$ cat config.mk
export PLATFORM = sky130hd
export DESIGN_NAME = br_resolve_unit_flat
export DESIGN_NICKNAME = d
export VERILOG_FILES = /design/src/rtl/br_resolve_unit_if.sv /design/src/rtl/br_resolve_unit.sv /design/src/flat_wrapper.sv
export SDC_FILE = /design/constraint.sdc
export NUM_CORES = 1
export LEC_CHECK = 0
export BUFFER_PORTS_ARGS = -buffer_cell sky130_fd_sc_hd__buf_2
export CAP_MARGIN = 20
export CORE_UTILIZATION = 38
export CTS_CLUSTER_DIAMETER = 100
export DETAILED_ROUTE_END_ITERATION = 10
export GPL_ROUTABILITY_DRIVEN = 0
export PLACE_DENSITY = 0.75
export SYNTH_ARGS = -nofsm -noshare
export SYNTH_HDL_FRONTEND = slang
export SYNTH_SLANG_ARGS = --single-unit
$ cat constraint.sdc
create_clock -name clk -period 1.85 [get_ports clk]
set_input_delay 0 -clock clk [delete_from_list [all_inputs] [get_ports clk]]
set_output_delay 0 -clock clk [all_outputs]
set_load 0.05 [all_outputs]
$ cat src/rtl/br_resolve_unit_if.sv
// rtl/br_resolve_unit_if.sv - input/output handshake bundle for br_resolve_unit
interface br_resolve_unit_if #(
    parameter int DATA_W = 32
);
    logic              in_valid;
    logic              in_ready;
    logic [31:0]       in_instr;
    logic [31:0]       in_pc;
    logic              in_pred;
    logic [DATA_W-1:0] in_rdata1;
    logic [DATA_W-1:0] in_rdata2;
    logic              out_valid;
    logic              out_ready;
    logic              out_taken;
    logic              out_mispredict;
    logic              out_link;
    logic [31:0]       out_target;

    modport master (
        output in_valid, in_instr, in_pc, in_pred, in_rdata1, in_rdata2, out_ready,
        input  in_ready, out_valid, out_taken, out_mispredict, out_link, out_target
    );

    modport slave (
        input  in_valid, in_instr, in_pc, in_pred, in_rdata1, in_rdata2, out_ready,
        output in_ready, out_valid, out_taken, out_mispredict, out_link, out_target
    );
endinterface

$ cat src/rtl/br_resolve_unit.sv
// rtl/br_resolve_unit.sv - branch resolve stage with one-entry output register
// Optional 2-bit BHT predictor enabled by defining BR_RESOLVE_BHT_EN.
module br_resolve_unit #(
    parameter int DATA_W    = 32,
    parameter int BHT_DEPTH = 16
) (
    input  logic             clk,
    input  logic             reset,
    br_resolve_unit_if.slave bus,
    input  logic             flush,
    input  logic [31:0]      q_pc,
    output logic             q_taken
);
    localparam int IDX_W = (BHT_DEPTH > 1) ? $clog2(BHT_DEPTH) : 1;

    logic [5:0]  opcode;
    logic [4:0]  rt;
    logic [15:0] imm;
    logic        is_br;
    logic        taken;
    logic        link;
    logic        pred_eff;
    logic        a_neg;
    logic        a_zero;
    logic [31:0] target;
    logic        in_ready;
    logic        pop;

    logic        v_q;
    logic        taken_q;
    logic        mis_q;
    logic        link_q;
    logic        br_q;
    logic [31:0] target_q;
    logic [31:0] pc_q;

    assign opcode = bus.in_instr[31:26];
    assign rt     = bus.in_instr[20:16];
    assign imm    = bus.in_instr[15:0];
    assign a_neg  = bus.in_rdata1[DATA_W-1];
    assign a_zero = (bus.in_rdata1 == '0);

    always_comb begin
        is_br = 1'b1;
        taken = 1'b0;
        link  = 1'b0;
        case (opcode)
            6'b000100: taken = (bus.in_rdata1 == bus.in_rdata2);
            6'b000101: taken = (bus.in_rdata1 != bus.in_rdata2);
            6'b000110: taken = a_neg || a_zero;
            6'b000111: taken = !a_neg && !a_zero;
            6'b000001: begin
                case (rt)
                    5'b00000: taken = a_neg;
                    5'b00001: taken = !a_neg;
                    5'b10001: begin
                        taken = !a_neg;
                        link  = 1'b1;
                    end
                    default: is_br = 1'b0;
                endcase
            end
            default: is_br = 1'b0;
        endcase
    end

    assign target   = bus.in_pc + 32'd4 + (taken ? {{14{imm[15]}}, imm, 2'b00} : 32'd0);
    assign in_ready = !v_q || bus.out_ready;
    assign pop      = v_q && bus.out_ready && !flush;

    always_ff @(posedge clk or negedge reset) begin
        if (!reset) begin
            v_q      <= 1'b0;
            taken_q  <= 1'b0;
            mis_q    <= 1'b0;
            link_q   <= 1'b0;
            br_q     <= 1'b0;
            target_q <= 32'd0;
            pc_q     <= 32'd0;
        end else if (flush) begin
            v_q <= 1'b0;
        end else if (in_ready) begin
            v_q <= bus.in_valid;
            if (bus.in_valid) begin
                taken_q  <= taken;
                mis_q    <= is_br && (taken != pred_eff);
                link_q   <= link;
                br_q     <= is_br;
                target_q <= target;
                pc_q     <= bus.in_pc;
            end
        end
    end

    assign bus.in_ready       = in_ready;
    assign bus.out_valid      = v_q;
    assign bus.out_taken      = taken_q;
    assign bus.out_mispredict = mis_q;
    assign bus.out_link       = link_q;
    assign bus.out_target     = target_q;

`ifdef BR_RESOLVE_BHT_EN
    logic [1:0]       bht [BHT_DEPTH];
    logic [IDX_W-1:0] upd_idx;
    logic [IDX_W-1:0] q_idx;
    logic             unused_bits;

    assign upd_idx  = pc_q[IDX_W+1:2];
    assign q_idx    = q_pc[IDX_W+1:2];
    // Query reads the registered counter, so a same-cycle update is not visible yet.
    assign q_taken  = bht[q_idx][1];
    assign pred_eff = bus.in_pred;

    always_ff @(posedge clk or negedge reset) begin
        if (!reset) begin
            for (int i = 0; i < BHT_DEPTH; i++) begin
                bht[i] <= 2'b01;
            end
        end else if (pop && br_q) begin
            if (taken_q) begin
                if (bht[upd_idx] != 2'b11) bht[upd_idx] <= bht[upd_idx] + 2'd1;
            end else begin
                if (bht[upd_idx] != 2'b00) bht[upd_idx] <= bht[upd_idx] - 2'd1;
            end
        end
    end

    assign unused_bits = ^{q_pc[31:IDX_W+2], q_pc[1:0], pc_q[31:IDX_W+2], pc_q[1:0],
                           bus.in_instr[25:21]};
`else
    logic unused_bits;

    // Without a predictor fetch effectively predicts not-taken.
    assign q_taken     = 1'b0;
    assign pred_eff    = 1'b0;
    assign unused_bits = ^{q_pc, pc_q, br_q, pop, bus.in_pred, bus.in_instr[25:21]};
`endif
endmodule

$ cat src/flat_wrapper.sv
// flat-port wrapper written by rule: the top's interface ports become plain ports
module br_resolve_unit_flat 
#(
    parameter int DATA_W    = 32,
    parameter int BHT_DEPTH = 16
)
  (clk, reset, flush, q_pc, q_taken, bus_in_valid, bus_in_instr, bus_in_pc, bus_in_pred, bus_in_rdata1, bus_in_rdata2, bus_out_ready, bus_in_ready, bus_out_valid, bus_out_taken, bus_out_mispredict, bus_out_link, bus_out_target);
  br_resolve_unit_if #(.DATA_W(DATA_W)) bus_i ();
  input  logic clk;
  input  logic reset;
  input  logic flush;
  input  logic [31:0] q_pc;
  output logic q_taken;
  input wire logic [$bits(bus_i.in_valid)-1:0] bus_in_valid;
  input wire logic [$bits(bus_i.in_instr)-1:0] bus_in_instr;
  input wire logic [$bits(bus_i.in_pc)-1:0] bus_in_pc;
  input wire logic [$bits(bus_i.in_pred)-1:0] bus_in_pred;
  input wire logic [$bits(bus_i.in_rdata1)-1:0] bus_in_rdata1;
  input wire logic [$bits(bus_i.in_rdata2)-1:0] bus_in_rdata2;
  input wire logic [$bits(bus_i.out_ready)-1:0] bus_out_ready;
  output wire logic [$bits(bus_i.in_ready)-1:0] bus_in_ready;
  output wire logic [$bits(bus_i.out_valid)-1:0] bus_out_valid;
  output wire logic [$bits(bus_i.out_taken)-1:0] bus_out_taken;
  output wire logic [$bits(bus_i.out_mispredict)-1:0] bus_out_mispredict;
  output wire logic [$bits(bus_i.out_link)-1:0] bus_out_link;
  output wire logic [$bits(bus_i.out_target)-1:0] bus_out_target;
  assign bus_i.in_valid = bus_in_valid;
  assign bus_i.in_instr = bus_in_instr;
  assign bus_i.in_pc = bus_in_pc;
  assign bus_i.in_pred = bus_in_pred;
  assign bus_i.in_rdata1 = bus_in_rdata1;
  assign bus_i.in_rdata2 = bus_in_rdata2;
  assign bus_i.out_ready = bus_out_ready;
  assign bus_in_ready = bus_i.in_ready;
  assign bus_out_valid = bus_i.out_valid;
  assign bus_out_taken = bus_i.out_taken;
  assign bus_out_mispredict = bus_i.out_mispredict;
  assign bus_out_link = bus_i.out_link;
  assign bus_out_target = bus_i.out_target;
  br_resolve_unit #(.DATA_W(DATA_W), .BHT_DEPTH(BHT_DEPTH)) u_core (.clk(clk), .reset(reset), .bus(bus_i), .flush(flush), .q_pc(q_pc), .q_taken(q_taken));
endmodule
==> metrics.yaml, run 1 <==
outcome: "finished with violations"
failed_checks: "setup timing"
ant_nets: 0
synth_compound_area_share_pct: 19.1
p_leak_nw: 3.08
rrSetupSlack_ns: 0.28
synthAdderAreaFrac_pct: 19.9
grt_util_met1_pct: 26.1
area_growth_pct: 66.4
clockBufferDepth: 2
cts_tree: "done"
synth_ff_type: "dfrtp_1"
synth_async_sr_flop_share_pct: 100
cp.required_ns: 2.03
htree_levels: 2
drv_cap: 0
grt_max_degree: 64
grt-ovfl-total: 0
start_util_pct: 39.6
clk_latency_ns: 0.29
dieArea_mm2: 0.0101
min_from: "bus_in_pc[2]"
hold_slack_ns: 0.0908
numCtsBuffers: 5
grt_pass1_wl_um: 19800
path_class: "input pin to flip-flop"
vias: 4231
drtIter0Drc: 104
rows: 35
die_h_um: 101
setup_viol: 29
min_period_ns: 3.53
arrival_ns: 3.70
synth_xor_xnor_area_share_pct: 13.8
vdd_drop_max_mv: 0.438
reg2regPathDepth: 7
pin_count: 204
synthSimpleGateAreaFrac_pct: 20.0
maxSlewViolCount: 0
wire_per_inst_um: 15.7
fill_cells: 782
path_clk_slew_ns: 0.08
layout_common_cells: "buf_2 (151), buf_4 (83), nand2_1 (52), ha_1 (43), xor2_1 (41)"
powerDensity_mw_per_mm2: 523
synth_top_family_by_area: "simple AND/OR/NAND/NOR gates"
drt_first_pass_iters: 4
fmaxAchievable_ghz: 0.284
grt_pass1_vias: 4255
fp.dieW_um: 101
hold_class: "input pin to flip-flop"
syn_nets: 649
startpoint_type: "input pin"
hpwl_um: 9650
clock-sinks: 36
grt_antenna_before_repair: 1
finalSetupTns_ns: -37.63
crit_path_max_incr_delay_ns: 0.37
synth_cells: 425
grt_use_met2_pct: 46.7
routed_wl_um: 12700
slowest_stage: "fa_2"
r2r_start: "u_core.bus.out_valid$_DFFE_PN0P_"
busiest_layer: "met2"
hold_path_depth: 4
synth-seq-cells: 36
grt_usage_pct: 24.8
fin_skew_ns: 0.00616
synth_mux_area_share_pct: 0.543
vias_per_cell: 5.20
postLayoutCoreUtil_pct: 65.8
use_met3_pct: 4.16
rr_endpoint: "u_core.bus.out_target[24]$_DFFE_PN0P_"
layout.nets: 906
cp-end-kind: "flip-flop"
timing.final.crit_share_pct: 191
min_to: "u_core.bus.out_target[2]$_DFFE_PN0P_"
coreArea_mm2: 0.00933
cp_cell_sequence: "buf_6, xor2_2, nor4_2, buf_4, nand4_1, nor2_2, a311o_2, nor2_4, nor2b_1, ha_1, ha_4, fa_2, a211oi_2, o21ai_2, nor2_4, o21ai_4, a311oi_2, nor2_2, o41ai_2, xnor2_1, o21ai_1"
ys_warn_count: 0
drc_errors: 0
hold_viol_final: 0
synthesis.area_mm2: 0.00369
yosysSeqAreaShare_pct: 24.4
synth.avg_cell_area_um2: 8.68
synth_edf_count: 0
final.setup.worst_slack_ns: -1.68
rsz0062_at_grt: "yes"
crit_fanout: 5
synth_cell_types: 58
cts_root_buf: "clkbuf_8"
drive_above_1_share_pct: 51.0
portBuffers: 164
final_common_cell: "buf_2"
## metal layers
metal | up-vias | routed length, µm
met4 | 0 | 569
met2 | 172 | 6730
li1 | 2045 | -
met3 | 40 | 646
met1 | 1974 | 4790
met5 | - | 0
## sequential cells by signal (all words and copies together) (netlist names)
register,cells
u_core.bus.out_mispredict,1
u_core.bus.out_taken,1
u_core.bus.out_valid,1
u_core.bus.out_link,1
u_core.bus.out_target,32
## per-stage QoR
stage	setup slack (ns)	area (µm²)	instances	power [mW]
2_1_floorplan	-1.71	3800	425	1.82
4_1_cts	-1.64	5840	807	3.17
5_1_grt	-1.96	6140	813	3.38
6_report	-1.68	6140	813	3.21
3_3_place_gp	-2.07	5380	789	2.33
3_5_place_dp	-2.15	5380	789	2.36
## synthesized netlist by cell type, types with 2 or more instances
| cell type | instances | area [µm²] |
|---|---|---|
| inv_1 | 9 | 33.8 |
| ha_1 | 57 | 713 |
| nand2b_1 | 3 | 18.8 |
| o21ai_2 | 4 | 35.0 |
| nor3_1 | 5 | 25.0 |
| mux2i_1 | 2 | 20.0 |
| nand3_1 | 5 | 25.0 |
| a21oi_1 | 23 | 115 |
| o41ai_2 | 2 | 32.5 |
| xnor2_1 | 14 | 123 |
| o21ai_1 | 14 | 70.1 |
| o31ai_1 | 3 | 22.5 |
| nor2_1 | 21 | 78.8 |
| a311oi_2 | 2 | 30.0 |
| nor2b_1 | 18 | 113 |
| and3_1 | 5 | 31.3 |
| o22ai_1 | 2 | 12.5 |
| a21o_1 | 7 | 52.6 |
| o21a_1 | 3 | 22.5 |
| a31oi_1 | 2 | 12.5 |
| and2_1 | 2 | 12.5 |
| a211oi_2 | 2 | 25.0 |
| nor2_2 | 2 | 12.5 |
| nand4_1 | 6 | 37.5 |
| xor2_1 | 44 | 385 |
| o21ai_0 | 27 | 135 |
| nand2_1 | 54 | 203 |
| dfrtp_1 | 36 | 901 |
| nor4_1 | 16 | 100 |
| clkbuf_1 | 7 | 26.3 |
## cell families (layout without fill, tap and decap cells)
group / Yosys count / in the layout
mux: 2 / 2
compound gates: 105 / 105
xor+xnor: 58 / 58
buf+inv: 18 / 276
fa+ha+maj: 58 / 58
other cells: 1 / 2
simple gates: 147 / 147
flops: 36 / 36
## final cells by class
cell class / count / area (µm²) / area share, %
diodes: 1 / 2.50 / 0.0408
clock buffers: 5 / 68.8 / 1.12
clock inverters: 3 / 42.5 / 0.693
inverters: 9 / 33.8 / 0.550
multi-input cells: 371 / 3240 / 52.8
flip-flops and latches: 36 / 902 / 14.7
well taps: 129 / 161 / 2.63
repair buffers: 259 / 1680 / 27.4
## worst max-delay path: cells and delay by family
| kind | cells | cell delay [ns] |
|---|---|---|
| buf+inv | 2 | 0.26 |
| compound gates | 7 | 1.24 |
| xor+xnor | 2 | 0.33 |
| simple gates | 7 | 1.04 |
| fa+ha+maj | 3 | 0.81 |
## power by group
group,switching (mW),internal [mW],total (mW)
combinational,0.953,0.553,1.51
clock,0.326,0.400,0.726
sequential,0.0682,0.909,0.977
## how the worst max path moves through the flow
stage	startpoint	to	slack, ns	cells after the start
after floorplan	bus_in_rdata1[20]	u_core.bus.out_target[31]$_DFFE_PN0P_	-1.71	20
after global placement	bus_in_rdata1[26]	u_core.bus.out_target[31]$_DFFE_PN0P_	-2.07	21
after detailed placement	bus_in_rdata1[26]	u_core.bus.out_target[31]$_DFFE_PN0P_	-2.15	21
after CTS	bus_in_rdata1[29]	u_core.bus.out_target[31]$_DFFE_PN0P_	-1.64	20
after global routing	bus_in_rdata1[6]	u_core.bus.out_target[31]$_DFFE_PN0P_	-1.96	21
final	bus_in_rdata2[3]	u_core.bus.out_target[31]$_DFFE_PN0P_	-1.68	21
## what timing repair did
item                                    in CTS  in global routing
endpoints found under the hold margin       39                  0
pin swaps                                   32                 28
buffers inserted                             5                  5
endpoints found under the setup margin      29                 30
gates resized for setup                     44                 51
hold buffers                                 5                  0
Power figures use the tool's default switching activity.
==> run 2, diff against run 1 <==
Settings changed: BUFFER_PORTS_ARGS -buffer_cell sky130_fd_sc_hd__buf_2 to -buffer_cell sky130_fd_sc_hd__buf_4, CELL_PAD_IN_SITES_DETAIL_PLACEMENT set to 1, CELL_PAD_IN_SITES_GLOBAL_PLACEMENT set to 1, CORE_UTILIZATION 38 to 32, MAX_ROUTING_LAYER set to met4, PLACE_DENSITY 0.75 to 0.87.
==> run 2 against run 1 <==
Compared with the run above:
- the flow still finishes with violations (setup timing)
- via count is 19% higher
- register-to-register slack worse by 0.38 ns
- core utilization down 0.40 points
- first-iteration DRC count rose to 2.8 times the previous value
- sequential share of layout area down 2.2 points
- power increased by 20%
- critical path type unchanged
- largest power group unchanged
==> metrics.yaml, run 2 (same netlist as run 1, synthesis figures left out) <==
worstMarginPinSlew_ns: 0.683
htree_levels: 2
p_leak_nw: 3.37
arrival_ns: 4.34
grt_pass1_wl_um: 30400
clockPowerShare_pct: 23.5
hold_viol_final: 0
min_period_ns: 4.17
cts_tree: "done"
crit_path_max_incr_delay_ns: 0.41
routed_wl_um: 24900
hold_slack_ns: 0.0314
crit_fanout: 4
grt_antenna_before_repair: 0
fp.dieW_um: 109
slew_headroom_pct: 54.3
cp_cell_sequence: "buf_4, nor4_2, nand4_1, o21ai_2, nor2_1, a311o_2, buf_6, o21ai_4, clkinvlp_4, buf_6, ha_4, ha_1, and3_4, a31oi_2, o21ai_2, a311oi_4, nor2_2, o41ai_2, xnor2_1, o21ai_1"
fin_skew_ns: 0.00798
layout.nets: 927
coreArea_mm2: 0.0110
rows: 38
power_frac_comb_pct: 50.2
min_to: "u_core.bus.out_link$_DFFE_PN0P_"
reg2regPathDepth: 6
area_growth_pct: 95.6
rr_endpoint: "u_core.bus.out_target[24]$_DFFE_PN0P_"
vias: 5056
diodes: 0
pin_count: 204
internal_power_mw: 2.18
final.setup.worst_slack_ns: -2.32
numCtsBuffers: 5
p_sw_share_pct: 43.3
grt_max_degree: 37
pwr-share-seq_pct: 26.3
rsz0062_at_grt: "yes"
clockBufferDepth: 2
die_h_um: 109
largest_reg_flops: 32
cp-end-kind: "flip-flop"
grt_pass1_vias: 5448
vdd_drop_max_mv: 0.471
clock-sinks: 36
outcome: "finished with violations"
path_class: "input pin to flip-flop"
powerDensity_mw_per_mm2: 534
rrSetupSlack_ns: -0.10
hold_path_depth: 3
maxSlewViolCount: 0
dieArea_mm2: 0.0120
final_common_cell: "buf_4"
drc_errors: 0
clk_latency_ns: 0.30
drive_above_1_share_pct: 58.4
startpoint_type: "input pin"
hold_class: "input pin to flip-flop"
grt_usage_pct: 35.7
portBuffers: 164
pre_cts_slack_ns: -2.33
fmaxAchievable_ghz: 0.240
grt-ovfl-total: 0
cp.required_ns: 2.02
timing.final.crit_share_pct: 226
failed_checks: "setup timing"
cts_root_buf: "clkbuf_16"
drv_cap: 0
slowest_stage: "a311o_2"
layout_common_cells: "buf_4 (238), nand2_1 (53), xor2_1 (42), dfrtp_1 (35)"
p_switching_mw: 1.67
start_util_pct: 33.5
min_from: "bus_in_instr[16]"
path_clk_slew_ns: 0.06
hpwl_um: 12500
vias_per_cell: 5.99
r2r_start: "u_core.bus.out_valid$_DFFE_PN0P_"
setup_viol: 33
wire_per_inst_um: 29.5
drtIter0Drc: 293
ant_nets: 0
drt_first_pass_iters: 5
run 2: cell count changes in the layout (fill, tap and decap cells not counted), sizes merged:
cell         before  now
buf             254  273
diode             1    0
bufinv            1    0
dlygate4sd3       5    6
clkinv            1    3
run 2: worst max-delay path, delay by kind of cell:
| family | cells | cell delay [ns] |
|---|---|---|
| buffers and inverters | 4 | 0.71 |
| and+or+nand+nor | 5 | 1.02 |
| AOI/OAI and AO/OA | 8 | 1.91 |
| adders and majority gates | 2 | 0.47 |
| xor gates and xnor gates | 1 | 0.23 |
run 2: layout make-up:
class | count | area [µm²]
clock inverter | 3 | 18.8
inverter | 9 | 36.3
clock buffer | 5 | 125
timing repair inverter | 1 | 7.51
multi-input combinational | 371 | 3640
fill | 1187 | 3810
tap | 140 | 175
sequential | 36 | 902
timing repair buffer | 279 | 2310
run 2: power groups by stage:
stage	clock (mW)	sequential [mW]	combinational, mW
after global placement	0	0.993	1.49
after CTS	0.881	0.989	1.70
after global routing	0.932	1.02	2.00
after floorplan	0	1.43	0.397
after detailed placement	0	1.00	1.55
final	0.904	1.01	1.94
run 2: timing repair:
action / in CTS / in global routing
hold endpoints to repair: 40 / 0
pin swaps: 66 / 60
endpoints found under the setup margin: 29 / 30
setup buffers: 18 / 20
hold buffers: 6 / 0
gates resized for setup: 102 / 78
gates cloned: 2 / 0
run 2: through the flow:
step / power (mW) / TNS [ns] / util (%) / area (µm²) / cells
after floorplan: 1.82 / -34.76 / - / 3800 / 425
after global placement: 2.48 / -46.96 / 52.6 / 5810 / 799
after detailed placement: 2.55 / -50.85 / 52.6 / 5810 / 799
after CTS: 3.57 / -40.05 / 60.7 / 6700 / 829
after global routing: 3.96 / -66.99 / 65.4 / 7220 / 844
final: 3.85 / -53.99 / 65.4 / 7220 / 844
run 2: metal layers:
metal	up-vias	wire length (µm)	GRT usage, %
met5	-	0	-
met4	0	2330	25.2
met3	175	1840	6.34
met2	345	12500	67.7
met1	2449	8270	31.9
li1	2087	-	-
run 2: worst max-delay path by stage:
stage | from | end | slack [ns] | cells after the start
finish | bus_in_rdata1[7] | u_core.bus.out_target[31]$_DFFE_PN0P_ | -2.32 | 20
global placement | bus_in_rdata1[15] | u_core.bus.out_target[24]$_DFFE_PN0P_ | -2.01 | 20
detailed placement | bus_in_rdata1[18] | u_core.bus.out_target[31]$_DFFE_PN0P_ | -2.33 | 19
CTS | bus_in_rdata1[1] | u_core.bus.out_target[24]$_DFFE_PN0P_ | -1.82 | 19
global route | bus_in_rdata1[23] | u_core.bus.out_target[28]$_DFFE_PN0P_ | -2.69 | 21
floorplan | bus_in_rdata1[20] | u_core.bus.out_target[31]$_DFFE_PN0P_ | -1.71 | 20
